**config.mk**
```make
export PLATFORM = sky130hd
export DESIGN_NAME = mem_arbiter
export DESIGN_NICKNAME = d
export VERILOG_FILES = /design/src/rtl/mem_arb_pkg.sv /design/src/rtl/mem_arb_pick.sv /design/src/rtl/mem_arbiter.sv
export SDC_FILE = /design/constraint.sdc
export NUM_CORES = 1
export LEC_CHECK = 0
export ABC_AREA = 1
export CAP_MARGIN = 30
export CORE_ASPECT_RATIO = 0.5
export CORE_MARGIN = 3
export CORE_UTILIZATION = 44
export DETAILED_ROUTE_END_ITERATION = 16
export GPL_ROUTABILITY_DRIVEN = 0
export PLACE_DENSITY = 0.84
export SLEW_MARGIN = 0
export SYNTH_ARGS = -nofsm -noshare
export SYNTH_HDL_FRONTEND = slang
export SYNTH_HIERARCHICAL = 1
export SYNTH_SLANG_ARGS = --single-unit
```
**constraint.sdc**
```tcl
create_clock -name clk -period 2.35 [get_ports clk]
set_clock_uncertainty 0.2 [all_clocks]
set_input_delay 0.3525 -clock clk [delete_from_list [all_inputs] [get_ports clk]]
set_output_delay 0.3525 -clock clk [all_outputs]
set_load 0.01 [all_outputs]
```
**src/rtl/mem_arb_pkg.sv**
```systemverilog
// Shared types and constants for the memunit arbiter: sequencer states, port indices
// and the default watchdog limit.
package mem_arb_pkg;

  typedef enum logic [2:0] {
    IDLE        = 3'd0,
    ISSUE       = 3'd1,
    WAIT_ACCEPT = 3'd2,
    WAIT_DONE   = 3'd3,
    DONE        = 3'd4
  } arb_state_t;

  localparam logic PORT_D = 1'b0;
  localparam logic PORT_I = 1'b1;

  localparam int DEFAULT_TIMEOUT = 255;

endpackage

```
**src/rtl/mem_arb_pick.sv**
```systemverilog
// Combinational grant selection between the data port and the fetch port.
// Build option MEM_ARB_RR_EN: round-robin on ties; otherwise port 0 has fixed priority.
module mem_arb_pick
  import mem_arb_pkg::*;
(
  input  logic req0,
  input  logic req1,
  input  logic last_grant,
  output logic grant_valid,
  output logic grant_idx
);

  always_comb begin
    grant_valid = req0 | req1;
    grant_idx   = PORT_D;
    if (req0 && req1) begin
`ifdef MEM_ARB_RR_EN
      grant_idx = ~last_grant;
`else
      grant_idx = PORT_D;
`endif
    end else if (req1) begin
      grant_idx = PORT_I;
    end
  end

`ifndef MEM_ARB_RR_EN
  logic unused_last_grant;
  assign unused_last_grant = last_grant;
`endif

endmodule

```
**src/rtl/mem_arbiter.sv**
```systemverilog
// Two-port arbiter/sequencer in front of memunit with read capture and a watchdog.
// Build option MEM_ARB_RR_EN selects round-robin tie breaking (see mem_arb_pick).
module mem_arbiter
  import mem_arb_pkg::*;
#(
  parameter int ADDR_WIDTH = 16,
  parameter int DATA_WIDTH = 16,
  parameter int TIMEOUT    = DEFAULT_TIMEOUT
) (
  input  logic                  clk,
  input  logic                  nrst,
  input  logic                  p0_req,
  input  logic                  p1_req,
  input  logic                  p0_rwn,
  input  logic                  p1_rwn,
  input  logic [ADDR_WIDTH-1:0] p0_addr,
  input  logic [ADDR_WIDTH-1:0] p1_addr,
  input  logic [DATA_WIDTH-1:0] p0_wdata,
  input  logic [DATA_WIDTH-1:0] p1_wdata,
  output logic                  p0_done,
  output logic                  p1_done,
  output logic                  p0_err,
  output logic                  p1_err,
  output logic [DATA_WIDTH-1:0] p0_rdata,
  output logic [DATA_WIDTH-1:0] p1_rdata,
  output logic                  owner,
  output logic                  busy,
  input  logic                  mem_ready,
  input  logic [DATA_WIDTH-1:0] mem_data_out,
  input  logic                  mem_data_valid,
  output logic                  mem_enable,
  output logic                  mem_rwn,
  output logic [ADDR_WIDTH-1:0] mem_addr,
  output logic [DATA_WIDTH-1:0] mem_data_in
);

  // The counter starts at 0 in the first wait cycle, so the abort fires on its last value.
  localparam logic [7:0] TIMEOUT_LAST = 8'(TIMEOUT - 1);

  arb_state_t            state, state_next;
  logic [7:0]            wait_count;
  logic                  timed_out;
  logic                  valid_seen, valid_seen_next;
  logic                  last_grant;
  logic [DATA_WIDTH-1:0] staging, staging_next;
  logic                  grant_valid, grant_idx;
  logic                  grant_fire, count_hit, timeout_fire, capture, enter_done;
  logic                  done_err;

  mem_arb_pick u_pick (
    .req0        (p0_req),
    .req1        (p1_req),
    .last_grant  (last_grant),
    .grant_valid (grant_valid),
    .grant_idx   (grant_idx)
  );

  always_comb begin
    state_next   = state;
    grant_fire   = 1'b0;
    timeout_fire = 1'b0;
    count_hit    = (wait_count == TIMEOUT_LAST);
    capture      = (state == WAIT_DONE) && mem_rwn && mem_data_valid;
    case (state)
      IDLE: begin
        if (mem_ready && grant_valid) begin
          state_next = ISSUE;
          grant_fire = 1'b1;
        end
      end
      ISSUE: state_next = WAIT_ACCEPT;
      WAIT_ACCEPT: begin
        if (count_hit) begin
          timeout_fire = 1'b1;
          state_next   = DONE;
        end else if (!mem_ready) begin
          state_next = WAIT_DONE;
        end
      end
      WAIT_DONE: begin
        if (mem_ready) begin
          state_next = DONE;
        end else if (count_hit) begin
          timeout_fire = 1'b1;
          state_next   = DONE;
        end
      end
      DONE:    state_next = IDLE;
      default: state_next = IDLE;
    endcase
    staging_next    = capture ? mem_data_out : staging;
    valid_seen_next = (state == ISSUE) ? 1'b0 : (valid_seen | capture);
    enter_done      = (state_next == DONE) && (state != DONE);
  end

  always_ff @(posedge clk) begin
    if (!nrst) begin
      state       <= IDLE;
      wait_count  <= 8'd0;
      timed_out   <= 1'b0;
      valid_seen  <= 1'b0;
      last_grant  <= 1'b1;
      staging     <= '0;
      owner       <= PORT_D;
      mem_enable  <= 1'b0;
      mem_rwn     <= 1'b0;
      mem_addr    <= '0;
      mem_data_in <= '0;
      p0_rdata    <= '0;
      p1_rdata    <= '0;
    end else begin
      state      <= state_next;
      staging    <= staging_next;
      valid_seen <= valid_seen_next;
      mem_enable <= grant_fire;
      if (grant_fire) begin
        owner      <= grant_idx;
        last_grant <= grant_idx;
        if (grant_idx == PORT_I) begin
          mem_rwn     <= p1_rwn;
          mem_addr    <= p1_addr;
          mem_data_in <= p1_wdata;
        end else begin
          mem_rwn     <= p0_rwn;
          mem_addr    <= p0_addr;
          mem_data_in <= p0_wdata;
        end
      end
      if (state == ISSUE) begin
        wait_count <= 8'd0;
        timed_out  <= 1'b0;
      end else if (state == WAIT_ACCEPT || state == WAIT_DONE) begin
        wait_count <= wait_count + 8'd1;
        if (timeout_fire) timed_out <= 1'b1;
      end
      // rdata is written on the edge into DONE so it is already valid alongside the done pulse.
      if (enter_done && mem_rwn) begin
        if (owner == PORT_I) p1_rdata <= staging_next;
        else                 p0_rdata <= staging_next;
      end
    end
  end

  assign busy     = (state != IDLE);
  assign done_err = timed_out || (mem_rwn && !valid_seen);
  assign p0_done  = (state == DONE) && (owner == PORT_D);
  assign p1_done  = (state == DONE) && (owner == PORT_I);
  assign p0_err   = p0_done && done_err;
  assign p1_err   = p1_done && done_err;

endmodule

```
==> impl_results.md, run 1 <==
* Final Cycle Share at 90.9%
* Fillcell total at 720
* Largest fanout on the critical path at 4
* Maximum vdd ir drop at between 0.0004 and 0.0005 V
* Net total in the final layout at 780
* Layout overhead on the synthesized area at 49.2%
* Synthesized cell area at 4120 µm²
* TritonCTS clock tree: done
* Category of the most critical setup path: flop to output pin
* Signal arrival time at the worst endpoint at 1.58 ns
* Overall die area at approximately 11000 µm²
* Initial antenna violation count at 0
* Clk_lat worst skew at 0.34 ns
* Unrepaired setup endpoints after global routing: no
* Die Span X at 143 µm
* Total wire length at 10.6 mm
* Final-report max-slew violation count at 0
* Power density normalized to cell area at 600 nW/µm²
* Startpoint types: flop
* Diode count at 0
* Share of power burned in the clock network at 37.7%
* Lkg Pwr at 2.53 nW
* Placeable Area at between 8000 and 9000 µm²
* Number of max-cap violations at 0
* Setup slack of the most critical reg-to-reg path at 0.43 ns
* Top Ports at 160
* Switching power share of the total at between 20 and 25%
* Max clock buf depth at 2
* Antenna Nets Post-Route at 0
* Buffers inserted during post-CTS setup optimization at 0
* Number of search-and-repair iterations in the first detailed-routing pass at 5
* Max Clk Rate at 0.468 GHz
* Final total power at 3.69 mW
* Gates resized, CTS repair at 0
* Final routed DRC violation total at 0
* Number of design-rule violations left by the first detailed-router iteration at about 150
* Proportion of power drawn by flip-flops and latches at 46.9%
* Accumulated negative setup slack at 0 ns
* Average wire per cell in the routed design at between 10 and 15 µm
* GR Util All Layers at 19.9%
* Type of the worst min-delay path: flop to flop
* Placed standard-cell area at around 5900 µm²
* Critical path endpoint category: output pin
* Via count at 3859
* IO Port Bufs at roughly 160
* Req. time, crit path at 1.80 ns
* Warning count from the yosys run at 6
* Clock Root Buffer: sky130_fd_sc_hd__clkbuf_16
* Finish-stage setup viols at 0
* Internal cell power at 2.78 mW
* Clk sinks at 96
* Worst-case headroom to the max-slew limit at 69.2%
* Standard-cell rows at 24
* Number of CTS-inserted buffers at 9
* Detail Placement HPWL at 7.60 mm
* Run status: finished, final reports clean
* Mean instance size in the synthesized netlist at approximately 7.7 µm²
* Number of nets in the synthesized netlist at 627
* Clock slew at the register clock pins of the worst setup and hold paths at 0.06 ns
* Synthesized netlist cell count at 537
* Die H at 74.4 µm
* Detailed-route vias per instance at 4.75
* Slew @ Worst Pin at 0.462 ns
* Minimum clock period after layout at 2.14 ns
* Starting density of the core at approximately 46%
* Global-route wire length before repair at between 15 and 20 mm
* Endpoints failing hold at 0
* Hold bufs inserted after CTS at 0
* Fraction of layout cells with a size suffix above 1 at 5.32%
* Switching power of the nets at approximately 910 µW
* Largest net degree at the start of global routing at 54
* Maximum level of the CTS H-tree at 3
* Number of global-route vias before repair at 3664
* Portion of total power attributed to combinational logic at approximately 15%
* Remaining global-route overflow at 0
* Total non-filler cell area in the finished layout at 6150 µm²
==> power groups by stage <==
stage	Sequential [mW]	Clock [mW]	Combinational (mW)
finish	1.73	1.39	0.567
global route	1.74	1.51	0.616
CTS	1.73	1.42	0.572
detailed placement	1.77	0	0.566
global placement	1.76	0	0.558
floorplan	1.79	0	0.198
==> placed cells by master (no fill, tap or decap), types with 3 or more instances in the layout <==
master / count
sky130_fd_sc_hd__clkdlybuf4s50_1: 157
sky130_fd_sc_hd__nand2_1: 102
sky130_fd_sc_hd__dfxtp_1: 96
sky130_fd_sc_hd__inv_1: 79
sky130_fd_sc_hd__a21oi_1: 59
sky130_fd_sc_hd__nor2_1: 47
sky130_fd_sc_hd__o21ai_0: 35
sky130_fd_sc_hd__mux2i_1: 33
sky130_fd_sc_hd__o21bai_1: 32
sky130_fd_sc_hd__clkbuf_16: 9
sky130_fd_sc_hd__buf_4: 9
sky130_fd_sc_hd__nand3_1: 6
sky130_fd_sc_hd__nor3_1: 3
sky130_fd_sc_hd__nor2_4: 3
sky130_fd_sc_hd__inv_2: 3
sky130_fd_sc_hd__clkinvlp_4: 3
==> flip-flops by register name, summed over array words and instances, names as in the netlist <==
name and cells:
p1_rdata 16, state 3, mem_data_in 16, mem_enable 1, p0_rdata 16, valid_seen 1, staging 16, wait_count 8
timed_out 1, mem_addr 16, owner 1, mem_rwn 1
==> critical path, cell delays in order, from the launching register on <==
cell and delay (ns):
sky130_fd_sc_hd__dfxtp_1 0.34, sky130_fd_sc_hd__inv_1 0.10, sky130_fd_sc_hd__nand3_1 0.16, sky130_fd_sc_hd__nor2_1 0.12, sky130_fd_sc_hd__clkdlybuf4s50_1 0.54
==> final timing paths <==
check | start | end | depth (start not counted)
worst max-delay path | state[0]$_SDFF_PN0_ | p0_done | 4
worst min-delay path | timed_out$_SDFFE_PP0P_ | timed_out$_SDFFE_PP0P_ | 2
worst max register to register | wait_count[0]$_SDFFE_PP0P_ | p0_rdata[3]$_SDFFE_PN0P_ | 11
worst min register to register | timed_out$_SDFFE_PP0P_ | timed_out$_SDFFE_PP0P_ | 2
==> stage by stage <==
stage	worst slack [ns]	hold WS (ns)	std cells	utilization [%]
global route	0.0980	0.289	812	68.9
finish	0.215	0.254	812	68.9
CTS	0.0927	0.258	812	68.9
floorplan	0.708	0.230	537	-
global placement	0.202	0.240	796	65.6
detailed placement	0.154	0.248	796	65.6
==> metal layers <==
metal  GRT usage (%)  share of wire, %  up-vias
li1                -                 -     2014
met1            24.2                43     1704
met2            32.8                48      125
met3            7.96               7.3       16
met4            6.32               2.0        0
met5               0                 0        -
==> final cells by class <==
cell class                 instances  area, µm²  share of cell area [%]
clock buffer                      10        239                    3.89
clock inverter                     6       51.3                   0.835
inverter                          82        308                    5.01
multi-input combinational        331       1780                    28.9
sequential                        96       1920                    31.3
tap                              117        146                    2.38
timing repair buffer             170       1700                    27.7
Power figures use the tool's default switching activity.
==> run 2: changes to the inputs <==
- PLACE_DENSITY: 0.84 -> 0.82
==> impl_results.md, run 2 (synthesis gave the netlist of run 1 again) <==
* Clk_lat worst skew at 0.33 ns (about the same)
* Overall die area at 10600 µm² (unchanged)
* Req. time, crit path at 1.80 ns (about the same)
* Number of CTS-inserted buffers at 9 (unchanged)
* CP cell instances: inv_1 > nand3_1 > nor2_1 > clkdlybuf4s50_1
* Initial antenna violation count at 0 (unchanged)
* Die H at 74.4 µm (unchanged)
* Standard-cell rows at 24 (unchanged)
* Category of the most critical setup path: flop to output pin
* Detail Placement HPWL at 7.59 mm (-0.19%)
* Highest metal used: met4
* Net total in the final layout at 779 (-0.13%)
* Diode count at 0 (unchanged)
* Cell at the slowest stage of the critical path: sky130_fd_sc_hd__clkdlybuf4s50_1
* Number of search-and-repair iterations in the first detailed-routing pass at 4 (-1)
* Starting density of the core at 46.2% (unchanged)
* Max Clk Rate at 0.452 GHz (-3.4%)
* Lkg Pwr at 2.53 nW (about the same)
* Hold bufs inserted after CTS at 0 (unchanged)
* Final Cycle Share at 94.1% (+3.2 points)
* Leading cell type in the layout, fill and taps excluded: sky130_fd_sc_hd__clkdlybuf4s50_1
* Worst path bufs/invs at 2 (unchanged)
* Remaining global-route overflow at 0 (unchanged)
* Power density normalized to cell area at 604 nW/µm² (+0.59%)
* Run status: finished, final reports clean
* Crit path max-delay family: buffers and inverters
* Routed length on met3 at 623 µm (-19%)
* Minimum clock period after layout at 2.21 ns (+0.0756 ns)
* Number of max-cap violations at 0 (unchanged)
* Layout overhead on the synthesized area at 49.3% (about the same)
* Die Span X at 143 µm (unchanged)
* Slew @ Worst Pin at 0.433 ns (-0.0289 ns)
* Max clock buf depth at 2 (unchanged)
* Met1 WL at 4.58 mm (+1.6%)
* Clk sinks at 96 (unchanged)
* Number of design-rule violations left by the first detailed-router iteration at 141 (-4.7%)
* Endpoints failing hold at 0 (unchanged)
* Average wire per cell in the routed design at 12.8 µm (-1.9%)
* DR WL met2 at 4.99 mm (-2.2%)
* Type of the worst min-delay path: flop to flop
* Critical path endpoint category: output pin
* Antenna Nets Post-Route at 0 (unchanged)
* Number of global-route vias before repair at 3583 (-2.2%)
* Startpoint types: flop
* Accumulated negative setup slack at 0 ns (unchanged)
* Total wire length at 10.4 mm (-2.0%)
* GR Util All Layers at 19.3% (-0.60 points)
* End-of-flow core utilization at 69.0% (about the same)
* Final-report max-slew violation count at 0 (unchanged)
* Clock Root Buffer: sky130_fd_sc_hd__clkbuf_16
* Finish-stage setup viols at 0 (unchanged)
* Slowest stage delay, CP at 0.58 ns (+0.04 ns)
* IO Port Bufs at 159 (unchanged)
* Fillcell total at 728 (+1.1%)
* Most frequent cells in the layout: 157 x sky130_fd_sc_hd__clkdlybuf4s50_1, 102 x sky130_fd_sc_hd__nand2_1, 96 x sky130_fd_sc_hd__dfxtp_1
* Maximum level of the CTS H-tree at 3 (unchanged)
* Unrepaired setup endpoints after global routing: no
* Largest net degree at the start of global routing at 51 (-5.6%)
* Final routed DRC violation total at 0 (unchanged)
* TritonCTS clock tree: done
* Fraction of layout cells with a size suffix above 1 at 4.90% (-0.42 points)
* Signal arrival time at the worst endpoint at 1.66 ns (+0.08 ns)
* Via count at 3823 (-0.93%)
* Detailed-route vias per instance at 4.71 (-0.81%)
* Top Ports at 160 (unchanged)
* Placeable Area at 8920 µm² (unchanged)
* Maximum vdd ir drop at 0.000426 V (+6.2%)
* Worst-case headroom to the max-slew limit at 71.1% (+1.9 points)
* Global-route wire length before repair at 16.5 mm (-2.6%)
* Clock slew at the register clock pins of the worst setup and hold paths at 0.06 ns (about the same)
* Largest fanout on the critical path at 4 (unchanged)
## run 2: report_power, final
group	internal (mW)	switching, mW
Sequential	1.69	0.0361
Clock	0.823	0.600
Combinational	0.327	0.235
## run 2: layout make-up
class                      count  area (µm²)  area share [%]
inverter                      82         308            5.00
timing repair buffer         169        1710            27.8
multi-input combinational    331        1780            28.9
clock buffer                  11         233            3.78
tap                          117         146            2.38
clock inverter                 5        57.6           0.936
sequential                    96        1920            31.2
## run 2: path summary, 6_finish.rpt
path | start | cells after the start | slack, ns | endpoint
setup / recovery | state[0]$_SDFF_PN0_ | 4 | 0.14 | p0_done
hold / removal | timed_out$_SDFFE_PP0P_ | 2 | 0.25 | timed_out$_SDFFE_PP0P_
setup reg to reg | wait_count[0]$_SDFFE_PP0P_ | 10 | 0.44 | p1_rdata[14]$_SDFFE_PN0P_
hold reg to reg | timed_out$_SDFFE_PP0P_ | 2 | 0.25 | timed_out$_SDFFE_PP0P_
## run 2: repair_timing
action	CTS	global route
resized for setup	0	2
setup endpoints to repair	0	2
hold endpoints to repair	0	0
buffers inserted	0	0
## run 2: worst register-to-register path: cells and delay by family, from the launching register on
| family | cells | cell delay, ns |
|---|---|---|
| fa+ha+maj | 1 | 0.14 |
| buf+inv | 2 | 0.34 |
| flops | 1 | 0.34 |
| compound gates | 1 | 0.20 |
| simple gates | 6 | 0.59 |
## run 2: stage by stage
step	power [mW]	worst slack, ns	instances	instance area [µm²]	hold WS, ns
global placement	2.32	0.316	795	5860	0.240
detailed placement	2.33	0.261	795	5860	0.248
finish	3.72	0.139	811	6150	0.253
floorplan	1.99	0.708	537	4120	0.230
global route	3.88	0.0889	811	6150	0.273
CTS	3.75	0.0501	811	6150	0.257
## run 2: routing by layer
metal	vias to the layer above	track usage, %
li1	2010	-
met1	1688	23.4
met2	106	33.1
met3	19	5.91
met4	0	6.64
met5	-	0
==> run 3: changes to the inputs <==
- CTS_CLUSTER_DIAMETER: unset -> 100
==> results of run 3 <==
The final DEF is identical to that of run 2; final timing and power are the same.
